$ cat src/rtl/ble_pkt_loader.sv
// SPI byte stream -> BLE packet RAM loader: CMD_LOAD, length, payload into the lowest free slot.
// One-cycle write latency, commit pulses with the last write; no backpressure, every rx_ready byte is consumed.
module ble_pkt_loader #(
  parameter int                DATA_W      = 8,
  parameter int                SLOT_AW     = 6,
  parameter int                SLOT_W      = 1,
  parameter int                MAX_LEN     = 39,
  parameter logic [DATA_W-1:0] CMD_LOAD    = 8'hAA,
  parameter int                TIMEOUT_CYC = 4096
) (
  input  logic                      clk,
  input  logic                      rst_n,
  input  logic                      rx_ready,
  input  logic [DATA_W-1:0]         rx_data,
  input  logic                      abort,
  input  logic                      slot_release,
  input  logic [SLOT_W-1:0]         release_slot,
  output logic                      mem_we,
  output logic [SLOT_W+SLOT_AW-1:0] mem_addr,
  output logic [DATA_W-1:0]         mem_wdata,
  output logic                      pkt_valid,
  output logic [SLOT_W-1:0]         pkt_slot,
  output logic [7:0]                pkt_len,
  output logic [(1<<SLOT_W)-1:0]    slot_full,
  output logic                      busy,
  output logic                      err_nofree,
  output logic                      err_len,
  output logic                      err_timeout
);

  localparam int NUM_SLOTS = 1 << SLOT_W;
  localparam int TW        = $clog2(TIMEOUT_CYC);
  localparam logic [TW-1:0] TMO_LAST = TW'(TIMEOUT_CYC - 1);

  typedef enum logic [1:0] {IDLE, LEN, DATA} state_t;

  state_t               state;
  logic [SLOT_W-1:0]    cur_slot;
  logic [7:0]           len;
  logic [SLOT_AW-1:0]   idx;
  logic [TW-1:0]        tmo;

  logic [NUM_SLOTS-1:0] rel_mask;
  logic [NUM_SLOTS-1:0] full_rel;
  logic [NUM_SLOTS-1:0] commit_mask;
  logic [SLOT_W-1:0]    alloc;
  logic                 any_free;
  logic                 is_last;
  logic                 commit;
  logic                 len_bad;
  logic                 tmo_hit;

  // Release is applied before allocation so a slot freed this cycle can be reused at once.
  always_comb begin
    rel_mask = '0;
    if (slot_release) rel_mask[release_slot] = 1'b1;
    full_rel = slot_full & ~rel_mask;
    any_free = ~&full_rel;
    alloc    = '0;
    for (int i = NUM_SLOTS - 1; i >= 0; i--) begin
      if (!full_rel[i]) alloc = SLOT_W'(i);
    end
    is_last     = (8'(idx) == len - 8'd1);
    commit      = (state == DATA) && rx_ready && !abort && is_last;
    commit_mask = '0;
    if (commit) commit_mask[cur_slot] = 1'b1;
    len_bad     = (rx_data == '0) || (rx_data > DATA_W'(MAX_LEN));
    tmo_hit     = (tmo == TMO_LAST);
  end

  always_ff @(posedge clk or negedge rst_n) begin
    if (!rst_n) begin
      state       <= IDLE;
      cur_slot    <= '0;
      len         <= '0;
      idx         <= '0;
      tmo         <= '0;
      mem_we      <= 1'b0;
      mem_addr    <= '0;
      mem_wdata   <= '0;
      pkt_valid   <= 1'b0;
      pkt_slot    <= '0;
      pkt_len     <= '0;
      slot_full   <= '0;
      busy        <= 1'b0;
      err_nofree  <= 1'b0;
      err_len     <= 1'b0;
      err_timeout <= 1'b0;
    end else begin
      mem_we      <= 1'b0;
      pkt_valid   <= 1'b0;
      err_nofree  <= 1'b0;
      err_len     <= 1'b0;
      err_timeout <= 1'b0;
      slot_full   <= full_rel | commit_mask;

      case (state)
        IDLE: begin
          if (rx_ready && rx_data == CMD_LOAD) begin
            if (any_free) begin
              cur_slot <= alloc;
              tmo      <= '0;
              busy     <= 1'b1;
              state    <= LEN;
            end else begin
              err_nofree <= 1'b1;
            end
          end
        end

        LEN: begin
          if (abort) begin
            busy  <= 1'b0;
            state <= IDLE;
          end else if (rx_ready) begin
            tmo <= '0;
            if (len_bad) begin
              err_len <= 1'b1;
              busy    <= 1'b0;
              state   <= IDLE;
            end else begin
              len   <= 8'(rx_data);
              idx   <= '0;
              state <= DATA;
            end
          end else if (tmo_hit) begin
            err_timeout <= 1'b1;
            busy        <= 1'b0;
            state       <= IDLE;
          end else begin
            tmo <= tmo + TW'(1);
          end
        end

        DATA: begin
          if (abort) begin
            busy  <= 1'b0;
            state <= IDLE;
          end else if (rx_ready) begin
            tmo       <= '0;
            mem_we    <= 1'b1;
            mem_addr  <= {cur_slot, idx};
            mem_wdata <= rx_data;
            idx       <= idx + SLOT_AW'(1);
            if (commit) begin
              pkt_valid <= 1'b1;
              pkt_slot  <= cur_slot;
              pkt_len   <= len;
              busy      <= 1'b0;
              state     <= IDLE;
            end
          end else if (tmo_hit) begin
            // Partial payload stays in RAM; the slot is simply not marked full.
            err_timeout <= 1'b1;
            busy        <= 1'b0;
            state       <= IDLE;
          end else begin
            tmo <= tmo + TW'(1);
          end
        end

        default: begin
          busy  <= 1'b0;
          state <= IDLE;
        end
      endcase
    end
  end

endmodule

$ cat config.mk
export PLATFORM = sky130hd
export DESIGN_NAME = ble_pkt_loader
export DESIGN_NICKNAME = d
export VERILOG_FILES = /design/src/rtl/ble_pkt_loader.sv
export SDC_FILE = /design/constraint.sdc
export NUM_CORES = 1
export LEC_CHECK = 0
export BUFFER_PORTS_ARGS = -buffer_cell sky130_fd_sc_hd__clkbuf_2
export CORE_MARGIN = 5
export CORE_UTILIZATION = 60
export DETAILED_ROUTE_END_ITERATION = 12
export PLACE_DENSITY_LB_ADDON = 0.1
export REMOVE_ABC_BUFFERS = 1
export SYNTH_ARGS = -nofsm -noshare
export SYNTH_HDL_FRONTEND = slang
export SYNTH_SLANG_ARGS = --single-unit
$ cat constraint.sdc
create_clock -name clk -period 3.3 [get_ports clk]
set_input_delay 0.495 -clock clk [delete_from_list [all_inputs] [get_ports clk]]
set_output_delay 0.495 -clock clk [all_outputs]
set_load 0.02 [all_outputs]
# Yosys cells after proc, flatten, opt, wreduce, memory -nomap -nowiden
# Index checks and enable logic that the tools add are counted.
# classes
n_addsub	3
magnitude_cmp	5
eq_ne	16
muxes	58
bitwise	6
n_reduce_logical	22
# op_table
operator	n
2-to-1 mux 12 bit	5
2-to-1 mux 1 bit	31
2-to-1 mux 6 bit	5
case mux 12 bit (2 select lines)	1
2-to-1 mux 2 bit	11
!= test 2 bit, second input constant	8
adder 12 x 1 -> 12 bit, second input constant	1
== test 12 bit, second input constant	1
case mux 6 bit (2 select lines)	1
AND reduction 4 bit	3
AND reduction 3 bit	3
== test 6 x 8 -> 1 bit	1
== test 8 bit, second input constant	1
> comparator 8 x 6 -> 1 bit, second input constant	1
logical NOT 8 bit	1
!= test 4 bit, second input constant	2
subtractor 8 x 1 -> 8 bit, second input constant	1
adder 6 x 1 -> 6 bit, second input constant	1
logical AND 1 bit	6
case mux 2 bit (3 select lines)	1
AND reduction 6 bit	1
AND reduction 5 bit	1
< comparator 1 x 2 -> 1 bit, second input constant	2
nonzero test 2 bit	2
15 further kinds	19
# totals
ff_bits	61
in_bits	14
out_inout_bits	32
wordCells	126

# Logic depth before layout (Yosys ltp)
# logic_depth
ltp_word	11
ltp_mapped	9
depth_no_buf	8

# Worst setup path after synthesis
# No wires, ideal clock.
# synth_timing
path_kind	reg2reg
from	register len[0]
to	register pkt_len[1]
setup_time_ns	0.128
arrival_time_ns	2.079
t_required_ns	3.172
setup_slack_ns	1.094
stages_incl_launch_ff	10
n_path_buf	1
synth_period_minus_slack_ns	2.206
path_cell_list	dfrtp_1 -> inv_1 -> ha_1 -> nor3b_2 -> xor2_1 -> o31a_1 -> a211oi_2 -> nand2_1 -> buf_2 -> mux2_1
# synth_between
elab_chain_len	4
# synth_rtl
element	line	rtl
start: declaration	39	logic [7:0] len;
start signal: assignment	122	len <= 8'(rx_data);
subtractor 8 x 1 -> 8 bit	63	is_last = (8'(idx) == len - 8'd1);
== test 6 x 8 -> 1 bit	63	
logical AND 1 bit	64	commit = (state == DATA) && rx_ready && !abort && is_last;
AND reduction 4 bit (no line)	n/a	
end signal: assignment	148	pkt_len <= len;
end: declaration	23	output logic [7:0] pkt_len,
# Every way passes these cells.
# A chain may end at the register's enable or synchronous reset.

# Worst setup path in the final report
# Ends and elaborated chain as after synthesis.

==> flow_summary.yaml <==
timing:
  worst_slew_pin_slew_ns: 0.746
  hold_viol: 0
  period_needed_ns: 2.58
  rsz0062_at_grt: "no"
  setup_viol: 0
  slew_violations: 0
  maxSlewHeadroom_pct: 50.3
  max_freq_mhz: 387
  fin_skew_ns: 0.00686
  final.setup.tns_ns: 0
  fin_crit_sh_pct: 78.3
  setup_slack_ns: 0.717
cts:
  hold_buffers: 0
  cts_buffers: 9
  cts.path.max_buffers: 2
  clkLatencyLatePin_ns: 0.34
  htree_levels: 3
  clockRootBuffer: "clkbuf_8"
  cts_repair_resize_count: 0
  cts_tree: "done"
  clkSlewWorstSetupHoldPaths_ns: 0.07
  cts_num_sinks: 61
  cts_setup_buffers: 0
worst_setup_path:
  crit_type: "flip-flop to flip-flop"
  startpoint_type: "flip-flop"
  slowest_stage: "dfrtp_1"
  reg2reg_from: "len[0]"
  regToRegSetupSlack_ns: 0.72
  endpoint_kind: "flip-flop"
  worst_path_largest_cell_delay_ns: 0.43
  r2r_end: "pkt_len[1]"
  reg2reg_depth: 8
  required_ns: 3.52
  cp_data_arrival_time_ns: 2.80
  cp_cell_sequence: "inv_1 -> ha_1 -> nor3b_2 -> xor2_1 -> o31a_1 -> a211oi_2 -> nand2_1 -> mux2_1"
  crit_fanout: 11
  worst-path-buf-inv: 1
  path_delay_family: "simple AND/OR/NAND/NOR gates"
yosys:
  syn_area_sq_um: 3000
  ys_types: 53
  yosysSeqAreaShare_pct: 50.9
  synthFlopType: "dfrtp_1"
  synth-seq-cells: 61
  ys_warn_count: 0
  synth.most_common_cell: "nand2_1"
  synthTopCellsByCount: "nand2_1 (64), dfrtp_1 (61), nor2_1 (17)"
  async_flop_share_pct: 100
  synthCells: 294
  synth_top_cell_area_share_pct: 50.9
  syn_area_per_cell_sq_um: 10.2
  yosysTopAreaCell: "dfrtp_1"
  synth_area_leaders: "dfrtp_1 (51%), nand2_1 (8.0%), mux2_1 (3.4%)"
  synth_edf_count: 0
pwr:
  p_per_area_nw_per_um2: 668
  power_mw: 2.37
  ir_worst_vdd_uv: 594
  p_leak_nw: 1.79
routing:
  viasPerCell: 5.47
  wl_per_cell_um: 14.5
  first_pass_iters: 4
  drt-total-wl_um: 6090
  drcViolationCount: 0
  ant_nets: 0
  routed-via-count: 2292
  drt_iter0_markers: 116
outcome:
  status: "finished clean"
place:
  io_buffer_count: 45
  placed_cells: 403
  gp_congestion: 0.849
  pre_cts_ws_ns: 0.701
  dpl.hpwl_um: 4250
  placed_cell_area_sq_um: 3300
layout:
  final_cells: 419
  drive_gt1_share_pct: 22.7
  postLayoutCellArea_sq_um: 3540
  num_antenna_cells: 0
  syn2layout_area_growth_pct: 18.1
  finalNetCount: 368
global_routing:
  grt-ovfl-total: 0
  antenna_found_initial: 0
  first_global_vias: 2279
  grt_pass1_wl_um: 10500
  grt_max_degree: 62
  grt_usage_pct: 21.1
min_path:
  worstHoldPathType: "input port to async pin"
floorplan:
  start_util_pct: 62.7
  die_width_um: 80.7
  fp-row-count: 25
  die_height_um: 80.7
  die-area_sq_um: 6510
  ios: 46
  core-area_sq_um: 4790
run:
  drv_cap: 0
[per-stage QoR]
stage / hold WS (ns) / utilization (%)
floorplan: 0.199 / -
global placement: 0.457 / 69.0
detailed placement: 0.461 / 69.0
CTS: 0.332 / 74.1
global route: 0.381 / 74.1
finish: 0.308 / 74.1
[flip-flops by register name, summed over array words and instances, names as in the netlist, 2 cells and up]
signal	flops
mem_addr	7
mem_wdata	8
tmo	12
pkt_len	8
len	8
idx	6
slot_full	2
state	2
[logic make-up (layout without fill, tap and decap cells)]
logic type	after synthesis	in the layout	share of synthesized area, %
XOR/XNOR	17	17	4.96
AO/OA/AOI/OAI	45	45	11.2
AND/OR/NAND/NOR	128	128	21.1
multiplexers	17	17	6.34
flip-flops	61	61	50.9
buffers and inverters	19	77	2.67
adder cells (fa/ha/maj)	7	7	2.92
[worst max-delay path by stage]
stage                   from    endpoint  slack [ns]  cells past startpoint
finish                len[0]  pkt_len[1]        0.72                      8
CTS                   len[0]  pkt_len[3]        0.69                      8
global placement      len[0]  pkt_len[4]        0.79                      8
detailed placement    len[0]  pkt_len[3]        0.70                      8
floorplan           state[0]  pkt_len[0]        0.99                      6
global route          len[0]  pkt_len[3]        0.52                      8
[report_power, final]
part | internal (mW) | switching (mW)
Sequential | 0.837 | 0.101
Combinational | 0.257 | 0.369
Clock | 0.522 | 0.283
Total | 1.62 | 0.752
[per-layer routing]
metal,global-route usage [%],wire (um)
met1,26.9,2780
met2,34.4,2960
met3,5.94,263
met4,8.11,87
met5,0,0
[area by class of cell]
class,instances,area [sq um]
clock buffers,12,145
clock inverters,4,95.1
fillers,375,1240
inverters,12,45.0
multi-input cells,214,1390
flip-flops and latches,61,1530
well taps,67,83.8
repair buffers,49,255
[cell usage in the layout, fill, tap and decap left out, types with 3 or more instances in the layout]
cell type,n
ha_1,7
nor2_1,17
mux2_1,9
buf_4,4
a21oi_1,12
dfrtp_1,61
nand4_1,4
bufinv_16,3
mux2_2,7
nand3_1,9
nand2_1,64
nor2b_1,3
o21a_1,3
clkbuf_2,45
a21o_1,3
clkbuf_8,10
nor4_1,3
o31ai_1,3
and2_1,3
xor2_1,7
or3_1,3
inv_1,11
xnor2_1,10
o21ai_0,7
and3_1,5
Note: power is estimated with default switching activity, not from simulation.
